<file path="src/rtl/acc_clmul_responder.sv">
// acc_clmul_responder
//   Carry-less multiply accelerator on the acc_c offload interface. It accepts
//   one RV32 Zbc instruction (clmul, clmulh or clmulr) at a time on the q
//   channel. The product is built iteratively, BitsPerCycle bits of rs2 per
//   cycle, and the result is returned on the p channel.
//
//   Optional feature macro: ACC_CLMUL_EARLY_EXIT_EN
//     When defined, BUSY ends as soon as the remaining rs2 bits are all zero.
//     Results are unchanged; only latency differs.
//
// Ports
//   clk_i, rst_i        clock, synchronous active-high reset
//   q_valid_i/q_ready_o request handshake
//   q_instr_data_i      offloaded instruction word
//   q_rs1_i, q_rs2_i    operands
//   q_rs3_i             unused operand
//   p_valid_o/p_ready_i response handshake
//   p_rd_o, p_data_o    destination register and result
module acc_clmul_responder #(
  parameter int unsigned BitsPerCycle = 1
) (
  input  logic        clk_i,
  input  logic        rst_i,
  input  logic        q_valid_i,
  output logic        q_ready_o,
  input  logic [31:0] q_instr_data_i,
  input  logic [31:0] q_rs1_i,
  input  logic [31:0] q_rs2_i,
  input  logic [31:0] q_rs3_i,
  output logic        p_valid_o,
  input  logic        p_ready_i,
  output logic [4:0]  p_rd_o,
  output logic [31:0] p_data_o
);

  localparam int unsigned N    = 32 / BitsPerCycle;
  localparam logic [4:0]  LAST = 5'(N - 1);

  typedef enum logic [1:0] {IDLE, BUSY, DONE} state_e;

  state_e      state_q;
  logic [63:0] a_q, acc_q;
  logic [31:0] b_q;
  logic [4:0]  cnt_q;
  logic [2:0]  f3_q;
  logic [4:0]  rd_q;
  logic        enc_q;
  logic        q_ready_q, p_valid_q;
  logic [4:0]  p_rd_q;
  logic [31:0] p_data_q;

  logic [63:0] acc_d, a_d;
  logic [31:0] b_d;
  logic        last_step;
  logic [31:0] result;
  logic        dec_valid;

  // Bits of the instruction word and rs3 that play no part in the result.
  logic unused_bits;
  assign unused_bits = ^{q_rs3_i, q_instr_data_i[24:15]};

  assign dec_valid = (q_instr_data_i[6:0] == 7'b0110011) &&
                     (q_instr_data_i[31:25] == 7'b0000101);

  // One BUSY step: fold BitsPerCycle partial products into the accumulator.
  always_comb begin
    acc_d = acc_q;
    for (int j = 0; j < int'(BitsPerCycle); j++) begin
      if (b_q[j]) acc_d = acc_d ^ (a_q << j);
    end
    a_d = a_q << BitsPerCycle;
    b_d = b_q >> BitsPerCycle;
`ifdef ACC_CLMUL_EARLY_EXIT_EN
    last_step = (cnt_q == LAST) || (b_d == 32'd0);
`else
    last_step = (cnt_q == LAST);
`endif
  end

  // Result selection uses acc_d so the final step's partial products count.
  always_comb begin
    result = 32'd0;
    if (enc_q) begin
      unique case (f3_q)
        3'b001:  result = acc_d[31:0];
        3'b011:  result = acc_d[63:32];
        3'b010:  result = acc_d[62:31];
        default: result = 32'd0;
      endcase
    end
  end

  always_ff @(posedge clk_i) begin
    if (rst_i) begin
      state_q   <= IDLE;
      a_q       <= '0;
      b_q       <= '0;
      acc_q     <= '0;
      cnt_q     <= '0;
      f3_q      <= '0;
      rd_q      <= '0;
      enc_q     <= 1'b0;
      q_ready_q <= 1'b1;
      p_valid_q <= 1'b0;
      p_rd_q    <= '0;
      p_data_q  <= '0;
    end else begin
      unique case (state_q)
        IDLE: begin
          if (q_valid_i) begin
            a_q       <= {32'd0, q_rs1_i};
            b_q       <= q_rs2_i;
            f3_q      <= q_instr_data_i[14:12];
            rd_q      <= q_instr_data_i[11:7];
            enc_q     <= dec_valid;
            acc_q     <= '0;
            cnt_q     <= '0;
            q_ready_q <= 1'b0;
            state_q   <= BUSY;
          end
        end
        BUSY: begin
          acc_q <= acc_d;
          a_q   <= a_d;
          b_q   <= b_d;
          cnt_q <= cnt_q + 5'd1;
          if (last_step) begin
            p_data_q  <= result;
            p_rd_q    <= rd_q;
            p_valid_q <= 1'b1;
            state_q   <= DONE;
          end
        end
        DONE: begin
          if (p_ready_i) begin
            p_valid_q <= 1'b0;
            q_ready_q <= 1'b1;
            state_q   <= IDLE;
          end
        end
        default: state_q <= IDLE;
      endcase
    end
  end

  assign q_ready_o = q_ready_q;
  assign p_valid_o = p_valid_q;
  assign p_rd_o    = p_rd_q;
  assign p_data_o  = p_data_q;

endmodule
</file>
<file path="config.mk">
export PLATFORM = sky130hd
export DESIGN_NAME = acc_clmul_responder
export DESIGN_NICKNAME = d
export VERILOG_FILES = /design/src/rtl/acc_clmul_responder.sv
export SDC_FILE = /design/constraint.sdc
export NUM_CORES = 1
export LEC_CHECK = 0
export CAP_MARGIN = 20
export CORE_MARGIN = 2
export CORE_UTILIZATION = 40
export DETAILED_ROUTE_END_ITERATION = 6
export PLACE_DENSITY = 0.66
export SYNTH_ARGS = -nofsm -noshare
export SYNTH_HDL_FRONTEND = slang
export SYNTH_SLANG_ARGS = --single-unit
</file>
<file path="constraint.sdc">
create_clock -name clk_i -period 2.3 [get_ports clk_i]
set_input_delay 0.69 -clock clk_i [delete_from_list [all_inputs] [get_ports clk_i]]
set_output_delay 0.69 -clock clk_i [all_outputs]
set_load 0.005 [all_outputs]
</file>
==> results of run 1 <==
[layout by cell type, fill, tap and decap left out, types with 3 or more instances in the layout]
cell type	Yosys	layout
buf_4	8	18
nor2_1	168	168
clkbuf_8	0	5
and3b_1	3	3
clkdlybuf4s50_1	0	127
xnor2_1	59	59
o21ai_0	26	26
o221ai_2	19	19
xor2_1	4	4
bufinv_16	0	3
nand3_1	82	82
o221ai_1	11	11
clkbuf_1	32	5
or3_1	22	22
clkbuf_16	0	23
nand4_1	3	3
clkinv_2	0	4
a21oi_1	152	152
nor4_2	50	50
dfxtp_1	215	214
a22oi_1	40	40
nand2_1	208	208
inv_1	28	28
buf_12	0	14
[cell type report]
type / instances / share of cell area, %
sequential: 215 / 34.8
multi-input combinational: 880 / 41.0
clock inverter: 8 / 0.962
timing repair buffer: 160 / 13.7
inverter: 28 / 0.851
tap: 324 / 3.28
clock buffer: 33 / 5.37
[per-layer routing]
layer,global-route usage [%],vias up,share of wire (%)
met1,24.4,4007,45
met5,0,-,0
met4,5.15,0,2.2
met3,3.29,37,5.9
met2,30.1,200,47
li1,-,4360,-
[sequential cells by signal, summed over array words and instances, names as in the netlist]
register and count:
a_q 64, acc_q 64, b_q 32, p_data_o 32
cnt_q 5, p_rd_o 5, rd_q 5, f3_q 3
state_q 2, enc_q 1, p_valid_o 1, q_ready_o 1
[metrics by stage]
| step | instances | hold WS, ns |
|---|---|---|
| 2_1_floorplan | 1229 | 0.437 |
| 3_3_place_gp | 1607 | 0.439 |
| 3_5_place_dp | 1607 | 0.447 |
| 4_1_cts | 1648 | 0.455 |
| 5_1_grt | 1648 | 0.473 |
| 6_report | 1648 | 0.451 |
[cell usage after synthesis (4+ instances only)]
library cell,number
or3_1,22
a21oi_1,152
buf_2,56
inv_1,28
buf_6,9
o21ai_0,26
o221ai_1,11
xnor2_1,59
clkbuf_1,32
a22oi_1,40
nand3_1,82
o221ai_2,19
nor2_1,168
nor4_2,50
xor2_1,4
nand2_1,208
buf_4,8
dfxtp_1,215
[power groups by stage]
stage          combinational (W)  sequential [W]  clock (W)
2_1_floorplan           0.000702         0.00401          0
5_1_grt                  0.00114         0.00400    0.00408
6_report                 0.00103         0.00398    0.00382
4_1_cts                  0.00104         0.00398    0.00391
3_5_place_dp             0.00103         0.00406          0
3_3_place_gp             0.00103         0.00406          0
[how the worst max path moves through the flow]
stage,to,slack [ns],startpoint,cells after the start
5_1_grt,p_data_o[3],0.16,p_data_o[3],1
2_1_floorplan,p_data_o[20],0.41,cnt_q[0],9
3_3_place_gp,a_q[10],0.01,q_valid_i,5
3_5_place_dp,a_q[10],-0.02,q_valid_i,5
4_1_cts,p_data_o[4],0.18,p_data_o[4],1
6_report,p_data_o[4],0.21,p_data_o[4],1
[kinds of logic (layout without fill, tap and decap cells)]
family          after synthesis  after routing  share of synthesized area [%]
simple gates                555            555                           27.8
xor+xnor                     63             63                           5.51
mux                           1              1                          0.113
compound gates              259            259                           16.6
buf+inv                     134            229                           6.70
fa+ha+maj                     2              2                          0.250
flops                       215            215                           43.0
==> flow_metrics.env, run 1 <==
export IMPL_n_fill_cell=2302
export IMPL_ys_flop_type="dfxtp_1"
export IMPL_min_from="p_rd_o[2]"
export IMPL_final_core_util_pct=50.5
export IMPL_leakage_nw=4.06
export IMPL_first_pass_iters=5
export IMPL_cp_slowest_stage_delay_ns=0.53
export IMPL_finalCriticalPeriod_ns=2.09
export IMPL_gp_congestion=0.747
export IMPL_ys_seq_area_share_pct=43.0
export IMPL_worstPathMaxFanout=2
export IMPL_nets=1442
export IMPL_antenna_found_initial=0
export IMPL_clock_fmax_ghz=0.479
export IMPL_cts_max_level=1
export IMPL_setup_viol=0
export IMPL_min_to="p_rd_o[2]"
export IMPL_synth_async_reset_ratio_pct=0
export IMPL_cts_tree="built"
export IMPL_comb_power_share_pct=11.7
export IMPL_fin_tns_setup_ns=0
export IMPL_peakVddDrop_v=0.000404
export IMPL_syn_cell_area_sq_um=10000
export IMPL_synthDistinctLibCells=44
export IMPL_multi_input_area_sq_um=5060
export IMPL_drt_iter0_markers=541
export IMPL_power_frac_clock_pct=43.3
export IMPL_clock_tree_buffer_depth=3
export IMPL_cts_root_buf="clkbuf_16"
export IMPL_die_area_sq_um=26300
export IMPL_drc_errors=0
export IMPL_wire_per_inst_um=14.6
export IMPL_ctsHoldBuffers=0
export IMPL_avgViaCountPerCell=5.22
export IMPL_rr_startpoint="cnt_q[0]"
export IMPL_synth_warnings=0
export IMPL_synth_edf_count=0
export IMPL_cts_setup_buffers=0
export IMPL_ys_seq_elements=215
export IMPL_fin_crit_sh_pct=90.8
export IMPL_fin_ws_ns=0.212
export IMPL_crit_slowest_cell="clkdlybuf4s50_1"
export IMPL_vias=8604
export IMPL_swShare_pct=24.9
export IMPL_slew_viol_final=0
export IMPL_yosysTopAreaCell="dfxtp_1"
export IMPL_synth_fp_nets=1363
export IMPL_register_area_sq_um=4310
export IMPL_yosys_area_top_type_share_pct=43.0
export IMPL_total_power_w=0.00883
export IMPL_die_h_um=162
export IMPL_cp_required_ns=1.61
export IMPL_worst_setup_path_start_kind="flip-flop"
export IMPL_syn_inst=1229
export IMPL_cp_end_kind="output port"
export IMPL_maxCapViolations=0
export IMPL_synth_area_leaders="dfxtp_1 (43%), nand2_1 (7.8%), a21oi_1 (7.6%)"
export IMPL_grt_pass1_wl_mm=40.4
export IMPL_drive_gt1_share_pct=11.5
export IMPL_grt_pass1_vias=8212
export IMPL_clock_latency_ns=0.50
export IMPL_crit_chain="clkdlybuf4s50_1"
export IMPL_dp_hpwl_mm=15.4
export IMPL_grt_overflow=0
export IMPL_grt_start_max_net_pins=121
export IMPL_wl_mm=24.1
export IMPL_intPower_w=0.00663
export IMPL_outcome="finished, final reports clean"
export IMPL_cts_made_buffers=23
export IMPL_path_buf_inv=1
export IMPL_antenna_left=0
export IMPL_max_slew_margin_pct=53.6
export IMPL_placed_area_sq_um=11600
export IMPL_crit_type="reg -> out"
export IMPL_boundaryPins=171
export IMPL_cts_resized=0
export IMPL_power_density_nw_per_um2=714
export IMPL_switchingPower_w=0.00220
export IMPL_hold_class="reg -> reg"
export IMPL_area_growth_pct=23.5
export IMPL_rr_endpoint="p_data_o[30]"
export IMPL_initial_utilization_pct=40.9
export IMPL_insertedDiodeCount=0
export IMPL_synth_area_per_cell_sq_um=8.14
export IMPL_worstRegToRegCells=7
export IMPL_grt_use_total_pct=18.2
export IMPL_tightest_slew_ns=0.696
export IMPL_clock_skew_ns=0.00811
export IMPL_io_buffers=128
export IMPL_rsz0062_at_grt="false"
export IMPL_crit_arrival_ns=1.40
export IMPL_stdcell_area_sq_um=12400
export IMPL_cts_sinks=215
export IMPL_pwr_share_seq_pct=45.1
export IMPL_pre_cts_ws_ns=-0.0235
export IMPL_ff2ff_setup_slack_ns=0.31
export IMPL_hold_depth=2
export IMPL_critical_path_top_delay_family="buffers and inverters"
export IMPL_design_core_area_sq_um=24500
export IMPL_clk_pin_slew_ns=0.06
export IMPL_row_count=57
export IMPL_hold_viol=0
export IMPL_die_w_um=162
Note: power is estimated with default switching activity, not from simulation.
==> run 2: changes to the inputs <==
- GPL_ROUTABILITY_DRIVEN: unset -> 0
- SKIP_LAST_GASP: unset -> 1
==> results of run 2 <==
Same layout as run 1: the final DEF is identical, and so are final timing and power.
==> run 3: changes to the inputs <==
- CAP_MARGIN: 20 -> unset
==> results of run 3 <==
Same layout as run 1: the final DEF is identical, and so are final timing and power.
